### src/rtl/ccs_adc2axi4lite.sv
// ccs_adc2axi4lite: single-outstanding command/response to AXI4-Lite master bridge
// All VALID/READY outputs are registered; ERR_INIT only exists to seed the error counter.
module ccs_adc2axi4lite #(
    parameter int          ADDR_WIDTH = 12,
    parameter int          DATA_WIDTH = 64,
    parameter logic [15:0] ERR_INIT   = 16'h0000
) (
    input  logic                    clk,
    input  logic                    arst_n,
    input  logic                    cmd_valid,
    output logic                    cmd_ready,
    input  logic                    cmd_write,
    input  logic [ADDR_WIDTH-1:0]   cmd_addr,
    input  logic [DATA_WIDTH-1:0]   cmd_wdata,
    input  logic [DATA_WIDTH/8-1:0] cmd_wstrb,
    output logic                    rsp_valid,
    input  logic                    rsp_ready,
    output logic [DATA_WIDTH-1:0]   rsp_rdata,
    output logic [1:0]              rsp_resp,
    output logic [15:0]             err_count,
    output logic [ADDR_WIDTH-1:0]   awaddr,
    output logic                    awvalid,
    input  logic                    awready,
    output logic [2:0]              awprot,
    output logic [DATA_WIDTH-1:0]   wdata,
    output logic [DATA_WIDTH/8-1:0] wstrb,
    output logic                    wvalid,
    input  logic                    wready,
    input  logic [1:0]              bresp,
    input  logic                    bvalid,
    output logic                    bready,
    output logic [ADDR_WIDTH-1:0]   araddr,
    output logic                    arvalid,
    input  logic                    arready,
    output logic [2:0]              arprot,
    input  logic [DATA_WIDTH-1:0]   rdata,
    input  logic [1:0]              rresp,
    input  logic                    rvalid,
    output logic                    rready
);
    typedef enum logic [2:0] {IDLE, WR_REQ, WR_RESP, RD_REQ, RD_RESP, RSP} state_t;
    state_t state;
    logic aw_next, w_next, cap_err;
    assign awprot  = 3'b000;
    assign arprot  = 3'b000;
    assign aw_next = awvalid & ~awready;
    assign w_next  = wvalid & ~wready;
    // SLVERR/DECERR both carry resp[1]=1
    assign cap_err = (state == WR_RESP && bvalid && bresp[1]) || (state == RD_RESP && rvalid && rresp[1]);
    always_ff @(posedge clk or negedge arst_n) begin
        if (!arst_n) begin
            state     <= IDLE;
            cmd_ready <= 1'b0;
            rsp_valid <= 1'b0;
            rsp_rdata <= '0;
            rsp_resp  <= 2'b00;
            err_count <= ERR_INIT;
            awaddr    <= '0;
            awvalid   <= 1'b0;
            wdata     <= '0;
            wstrb     <= '0;
            wvalid    <= 1'b0;
            bready    <= 1'b0;
            araddr    <= '0;
            arvalid   <= 1'b0;
            rready    <= 1'b0;
        end else begin
            if (cap_err && err_count != 16'hFFFF)
                err_count <= err_count + 16'd1;
            case (state)
                IDLE: begin
                    if (cmd_valid && cmd_ready) begin
                        cmd_ready <= 1'b0;
                        if (cmd_write) begin
                            awaddr  <= cmd_addr;
                            wdata   <= cmd_wdata;
                            wstrb   <= cmd_wstrb;
                            awvalid <= 1'b1;
                            wvalid  <= 1'b1;
                            state   <= WR_REQ;
                        end else begin
                            araddr  <= cmd_addr;
                            arvalid <= 1'b1;
                            state   <= RD_REQ;
                        end
                    end else begin
                        cmd_ready <= 1'b1;
                    end
                end
                // AW and W channels retire independently, in any order
                WR_REQ: begin
                    awvalid <= aw_next;
                    wvalid  <= w_next;
                    if (!aw_next && !w_next) begin
                        bready <= 1'b1;
                        state  <= WR_RESP;
                    end
                end
                WR_RESP: begin
                    if (bvalid) begin
                        bready    <= 1'b0;
                        rsp_valid <= 1'b1;
                        rsp_rdata <= '0;
                        rsp_resp  <= bresp;
                        state     <= RSP;
                    end
                end
                RD_REQ: begin
                    if (arready) begin
                        arvalid <= 1'b0;
                        rready  <= 1'b1;
                        state   <= RD_RESP;
                    end
                end
                RD_RESP: begin
                    if (rvalid) begin
                        rready    <= 1'b0;
                        rsp_valid <= 1'b1;
                        rsp_rdata <= rdata;
                        rsp_resp  <= rresp;
                        state     <= RSP;
                    end
                end
                RSP: begin
                    if (rsp_ready) begin
                        rsp_valid <= 1'b0;
                        cmd_ready <= 1'b1;
                        state     <= IDLE;
                    end
                end
                default: state <= IDLE;
            endcase
        end
    end
endmodule

### config.mk
export PLATFORM = sky130hd
export DESIGN_NAME = ccs_adc2axi4lite
export DESIGN_NICKNAME = d
export VERILOG_FILES = /design/src/rtl/ccs_adc2axi4lite.sv
export SDC_FILE = /design/constraint.sdc
export NUM_CORES = 1
export LEC_CHECK = 0
export ABC_CLOCK_PERIOD_IN_PS = 1600
export CAP_MARGIN = 20
export CORE_MARGIN = 2
export CORE_UTILIZATION = 38
export CTS_CLUSTER_SIZE = 40
export DETAILED_ROUTE_END_ITERATION = 6
export PLACE_DENSITY_LB_ADDON = 0.2
export SLEW_MARGIN = 5
export SYNTH_ARGS = -nofsm -noshare
export SYNTH_HDL_FRONTEND = slang
export SYNTH_SLANG_ARGS = --single-unit
export TNS_END_PERCENT = 1
### constraint.sdc
create_clock -name clk -period 1.6 [get_ports clk]
set_input_delay 0.32 -clock clk [delete_from_list [all_inputs] [get_ports clk]]
set_output_delay 0.32 -clock clk [all_outputs]
set_load 0.02 [all_outputs]
Word-level counts from Yosys, hierarchy flattened:

Index checks and enable logic that the tools add are counted.

* flip-flop bits (word level): 188
* input port bits: 162
* word-level logic and storage cells: 98

* add/sub/neg operators: 1
* equality and inequality tests: 14
* muxes and demuxes: 35
* bitwise operators: 5
* reduce and logical (&&, ||, !) cells: 28

Operators by type and width (count)
* 2-to-1 mux 64 bit: 2
* case mux 64 bit (2 select lines): 1
* 2-to-1 mux 3 bit: 6
* case mux 3 bit (6 select lines): 1
* AND reduction 3 bit: 6
* adder 16 x 1 -> 16 bit, second input constant: 1
* inequality test 16 bit, second input constant: 1
* inequality test 2 bit, second input constant: 8
* 2-to-1 mux 1 bit: 14
* case mux 1 bit (2 select lines): 6
* nonzero test 2 bit: 6
* AND reduction 4 bit: 2
* logical AND 1 bit: 7
* equality test 3 x 2 -> 1 bit, second input constant: 2
* equality test 3 bit, second input constant: 2
* 2-to-1 mux 2 bit: 3
* AND reduction 6 bit: 1
* case mux 2 bit (2 select lines): 1
* equality test 3 x 1 -> 1 bit, second input constant: 1
* logical NOT 3 bit: 1
* NOT 1 bit: 3
* case mux 1 bit (3 select lines): 1
* nonzero test 3 bit: 1
* AND 1 bit: 2
* other kinds (3): 4

Depth between registers and ports, before layout:

* word-level depth: 6
* depth in mapped cells: 7
* mapped depth without buffers: 6

Worst setup path before layout:

No wires, ideal clock.

* path kind: reg-to-reg
* from: register err_count[0]
* to: register err_count[4]
* setup time: 0.134 ns
* arrival: 1.740 ns
* required time: 1.466 ns
* slack: -0.273 ns
* stages on the path, launching flop included: 7
* path buffers: 0
* path through: dfrtp_1 -> ha_1 -> nand2_1 -> or3_4 -> o21a_4 -> and4_1 -> xor2_1

* longest elaborated chain between the ends: 2
* elaborated cells between the ends (all ways): 3
* those cells by class: add/sub (1); eq/ne (1); reduce/logical (1)

Ends and longest elaborated chain
* from (decl): RTL line 20 `output logic [15:0] err_count,`
* from (signal assigned): RTL line 69 `err_count <= err_count + 16'd1;`
* branches (longest 2 deep; another with adder 16 x 1 -> 16 bit)

Several ways; the timed one is not identified.
A chain may end at the register's enable or synchronous reset.

Worst setup path after layout:

* from: register err_count[1]
* to: register err_count[0]

* longest elaborated chain between the ends: 2

Ends and longest elaborated chain
* inequality test 16 bit: RTL line 68 `if (cap_err && err_count != 16'hFFFF)`
* logical AND 1 bit: RTL line 68

No other way between the ends.

==> flow_summary.rst <==
.. list-table::
   :header-rows: 1

   * - Metric
     - Value
   * - CP Launch Type
     - flip-flop
   * - Area growth from synthesis to layout
     - 59.9%
   * - Die footprint
     - between 20000 and 25000 um2
   * - Iteration-0 DRC count of the detailed router
     - 190
   * - R2R Path End
     - err_count[0]
   * - Highest achievable clock rate
     - 585 MHz
   * - Count of buffering cells on the critical path with inverters included
     - 2
   * - Fraction of the cycle the final worst path needs
     - 107%
   * - Most common library cells after synthesis
     - dfrtp_1, nand2_1, o21ai_0
   * - Switch share
     - about two fifths
   * - Cts bufs inserted
     - 17
   * - Hpwl dp
     - between 15000 and 20000 um
   * - Global routing usage on met1
     - roughly 25%
   * - Top cell family by delay on the critical path
     - simple AND/OR/NAND/NOR gates
   * - Parity-gate share of the synthesized area counting xor and xnor cells
     - under 10%
   * - Reg2Reg Setup Slack
     - -0.11 ns
   * - Overflow left after global routing
     - 0
   * - Asr flop ratio synth
     - 100%
   * - Max-cap violations
     - 0
   * - CP max-delay cell
     - dfrtp_2
   * - Most frequently used cell type in the post-synthesis netlist
     - dfrtp_1
   * - Largest net degree at the start of global routing
     - 56
   * - Hold slack
     - between 0.3 and 0.4 ns
   * - Vias after detailed routing
     - roughly 6000
   * - Gr usage total
     - about a fifth
   * - WL final
     - approximately 22000 um
   * - Combinational power share
     - between 40% and 50%
   * - Drt pass-1 iters
     - 4
   * - Main combinational cell family by area after synthesis
     - multiplexers
   * - Pwr dens
     - 1810 nW/um2
   * - Routing usage on met2
     - about 33%
   * - Number of top-level pins
     - about 350
   * - Startpoint of the lowest-slack register-to-register path
     - err_count[1]
   * - Sequential-to-total area share from yosys stat
     - 60.9%
   * - Number of buffers added on ports
     - between 300 and 400
   * - Post-Syn Area
     - about 7700 um2
   * - Width of the chip
     - between 100 and 150 um
   * - Standard-cell rows
     - between 50 and 60
   * - CTS tree
     - yes
   * - Delay of the slowest cell on the worst path
     - slightly below 0.4 ns
   * - Global placement routability congestion
     - slightly above 0.8
   * - Maximum fanout along the worst path
     - 6
   * - Clock slew at the register clock pins of the worst setup and hold paths
     - 0.07 ns
   * - Length in cells of the worst reg-to-reg path
     - 7
   * - Post-synthesis simple-gate area fraction
     - a little over a tenth
   * - Setup Crit Path Kind
     - flip-flop to flip-flop
   * - Sum of internal, switching and leakage power
     - 0.0223 W
   * - Compound-cell area share of the yosys netlist
     - roughly 6.4%
   * - Root Buffer Master
     - clkbuf_16
   * - First-pass GRT wire length
     - 33900 um
   * - Cell-internal power
     - about 0.014 W
   * - Post-route worst setup slack
     - -0.109 ns
   * - Antenna violations before repair
     - 0
   * - Via/cell ratio
     - 4.64
   * - Most common cell on crit path
     - buf_4
   * - CP Data Arrival Time
     - just over 2 ns
   * - GRT Max-Usage Layer
     - met2
   * - Cells along the critical path
     - ha_4, nand2_2, or3_4, o21a_4, buf_4, buf_4, xor2_1
   * - #FFs+latches synth
     - roughly 190
   * - Arithmetic-cell share of the synthesized area counting full adders, half adders and majority gates
     - less than 1%
   * - Diodes inserted
     - 0
   * - Synth Area per Inst
     - between 10 and 15 um2
   * - Net switching component of the power
     - between 0.008 and 0.009 W
   * - Effective utilization at floorplan
     - approximately two fifths
   * - Final non-filler cell total
     - roughly 1300
   * - Overall die height
     - roughly 150 um
   * - Number of filler cells placed in the layout
     - about 1700
   * - Clock H-tree levels
     - 4
   * - Post-Route Skew
     - between 0.01 and 0.015 ns
   * - Total of warnings raised by yosys
     - 0
   * - Vias in the first global route
     - a little over 6000
   * - Unrepaired setup endpoints after global routing
     - true
   * - Number of nets with antenna violations after routing
     - 0
   * - Proportion of layout cells with a drive suffix above 1
     - 22.2%
   * - Longest Clk Path Bufs
     - 2
   * - Number of setup violations in the final report
     - 66
   * - Violated checks
     - negative setup slack
   * - Number of nets in the layout
     - 1182
   * - Library cell with the largest summed area after synthesis
     - dfrtp_1
   * - VDD IR-drop max
     - about 0.00090 V
   * - Portion of total power attributed to the clock network
     - 17.9%
   * - Mean routed wirelength per cell
     - around 17 um
   * - Final Slew Violations
     - 0
   * - Shortest clock period the worst path allows after layout
     - about 1.7 ns
   * - Cell types occupying the most area after synthesis
     - dfrtp_1, mux2_2, mux2_4
   * - Worst setup EP type
     - flip-flop
   * - Number of instances in the synthesized netlist
     - 627
   * - Part of the total power dissipated in sequential elements
     - 35.4%
   * - Insertion delay of the later-clocked pin in the worst-skew pair
     - ~0.43 ns
   * - Cell count after placement
     - 1261
   * - Critical path data required time
     - between 1.5 and 2 ns
   * - Share of synthesized area spent on multiplexers
     - about 17%
   * - Total count of hold-check failures in the final report
     - 0
   * - Status
     - finished, violations left
   * - Worst Hold Class
     - input pin to async pin
   * - Area fraction of the dominant cell type after synthesis
     - between 60 and 70%
   * - Pleak
     - about 6.0 nW
   * - Residual DRC
     - 0
   * - Number of flops mapped to enable cells by yosys
     - 0
   * - Number of clock sinks seen by CTS
     - about 190
   * - Distinct cell type count after synthesis
     - 46
   * - Flip-flop cell with the highest count after synthesis
     - dfrtp_1
   * - Placeable core region
     - 20100 um2
   * - Routing usage on met3
     - approximately 7.7%
-- metal layers --
metal,wire (um),vias up,share of wire (%)
met3,2000,19,9.3
met2,10200,260,47
met1,9060,2864,42
met4,320,0,1.5
met5,0,-,0
li1,-,2897,-
-- worst max path at each step --
| stage | startpoint | end | slack, ns | cells past startpoint |
|---|---|---|---|---|
| floorplan | err_count[0] | err_count[4] | -0.07 | 6 |
| global placement | cmd_valid | araddr[9] | -0.34 | 6 |
| detailed placement | cmd_valid | araddr[3] | -0.40 | 6 |
| CTS | state[1] | err_count[4] | -0.16 | 5 |
| global route | state[1] | err_count[4] | -0.15 | 5 |
| finish | err_count[1] | err_count[0] | -0.11 | 7 |
-- logic make-up after synthesis --
logic type | Yosys count
AND/OR/NAND/NOR | 185
other | 1
XOR/XNOR | 13
adder cells (fa/ha/maj) | 1
multiplexers | 101
flip-flops | 188
AO/OA/AOI/OAI | 89
buffers and inverters | 49
-- flip-flops by register name, indices dropped and copies added (netlist names), 2 cells and up --
name / flops
state: 3
rsp_resp: 2
rsp_rdata: 64
wstrb: 8
araddr: 12
awaddr: 12
err_count: 16
wdata: 64
-- cell type report --
| cell class | count | area (um2) | share of cell area (%) |
|---|---|---|---|
| multi-input combinational | 396 | 2890 | 23.4 |
| timing repair buffer | 409 | 3840 | 31.1 |
| inverter | 7 | 26.3 | 0.213 |
| tap | 270 | 338 | 2.74 |
| sequential | 188 | 4710 | 38.2 |
| clock inverter | 12 | 109 | 0.881 |
| clock buffer | 20 | 437 | 3.54 |
-- stage by stage --
step                      instance area [um2]  setup TNS, ns  worst slack, ns  utilization, %
after floorplan                          7770          -2.14          -0.0709               -
after global placement                  11900         -45.46           -0.340            59.0
after detailed placement                11900         -51.47           -0.396            59.0
after CTS                               12200          -3.93           -0.158            60.8
after global routing                    12400         -10.39           -0.152            61.4
final                                   12400          -2.05           -0.109            61.4
-- cells in the final DEF (no fill, tap or decap), types with 4 or more instances in the layout --
master           count
dfrtp_1            181
dlygate4sd2_1      173
clkdlybuf4s50_1    160
nand2_1            138
o21ai_0             58
mux2_4              50
buf_4               50
mux2_2              48
clkbuf_16           18
xnor2_1             11
nor2_1               9
buf_12               9
o21ai_1              8
a21oi_1              8
dfrtp_2              7
inv_1                6
nand3_1              6
conb_1               6
clkdlybuf4s15_1      4
-- power by group through the flow --
| stage | Clock (W) | Combinational, W | Sequential [W] |
|---|---|---|---|
| 6_report | 0.00400 | 0.0104 | 0.00790 |
| 5_1_grt | 0.00427 | 0.0112 | 0.00818 |
| 4_1_cts | 0.00410 | 0.0104 | 0.00794 |
| 3_5_place_dp | 0 | 0.0117 | 0.00808 |
| 3_3_place_gp | 0 | 0.0116 | 0.00801 |
| 2_1_floorplan | 0 | 0.00327 | 0.0105 |
-- what timing repair did --
action	in CTS	in global routing
hold endpoints to repair	26	0
pin swaps	2	7
hold buffers	1	0
gates cloned	0	2
endpoints found under the setup margin	363	172
resized for setup	214	30
buffers inserted	0	6
(Power assumes the default switching activity.)
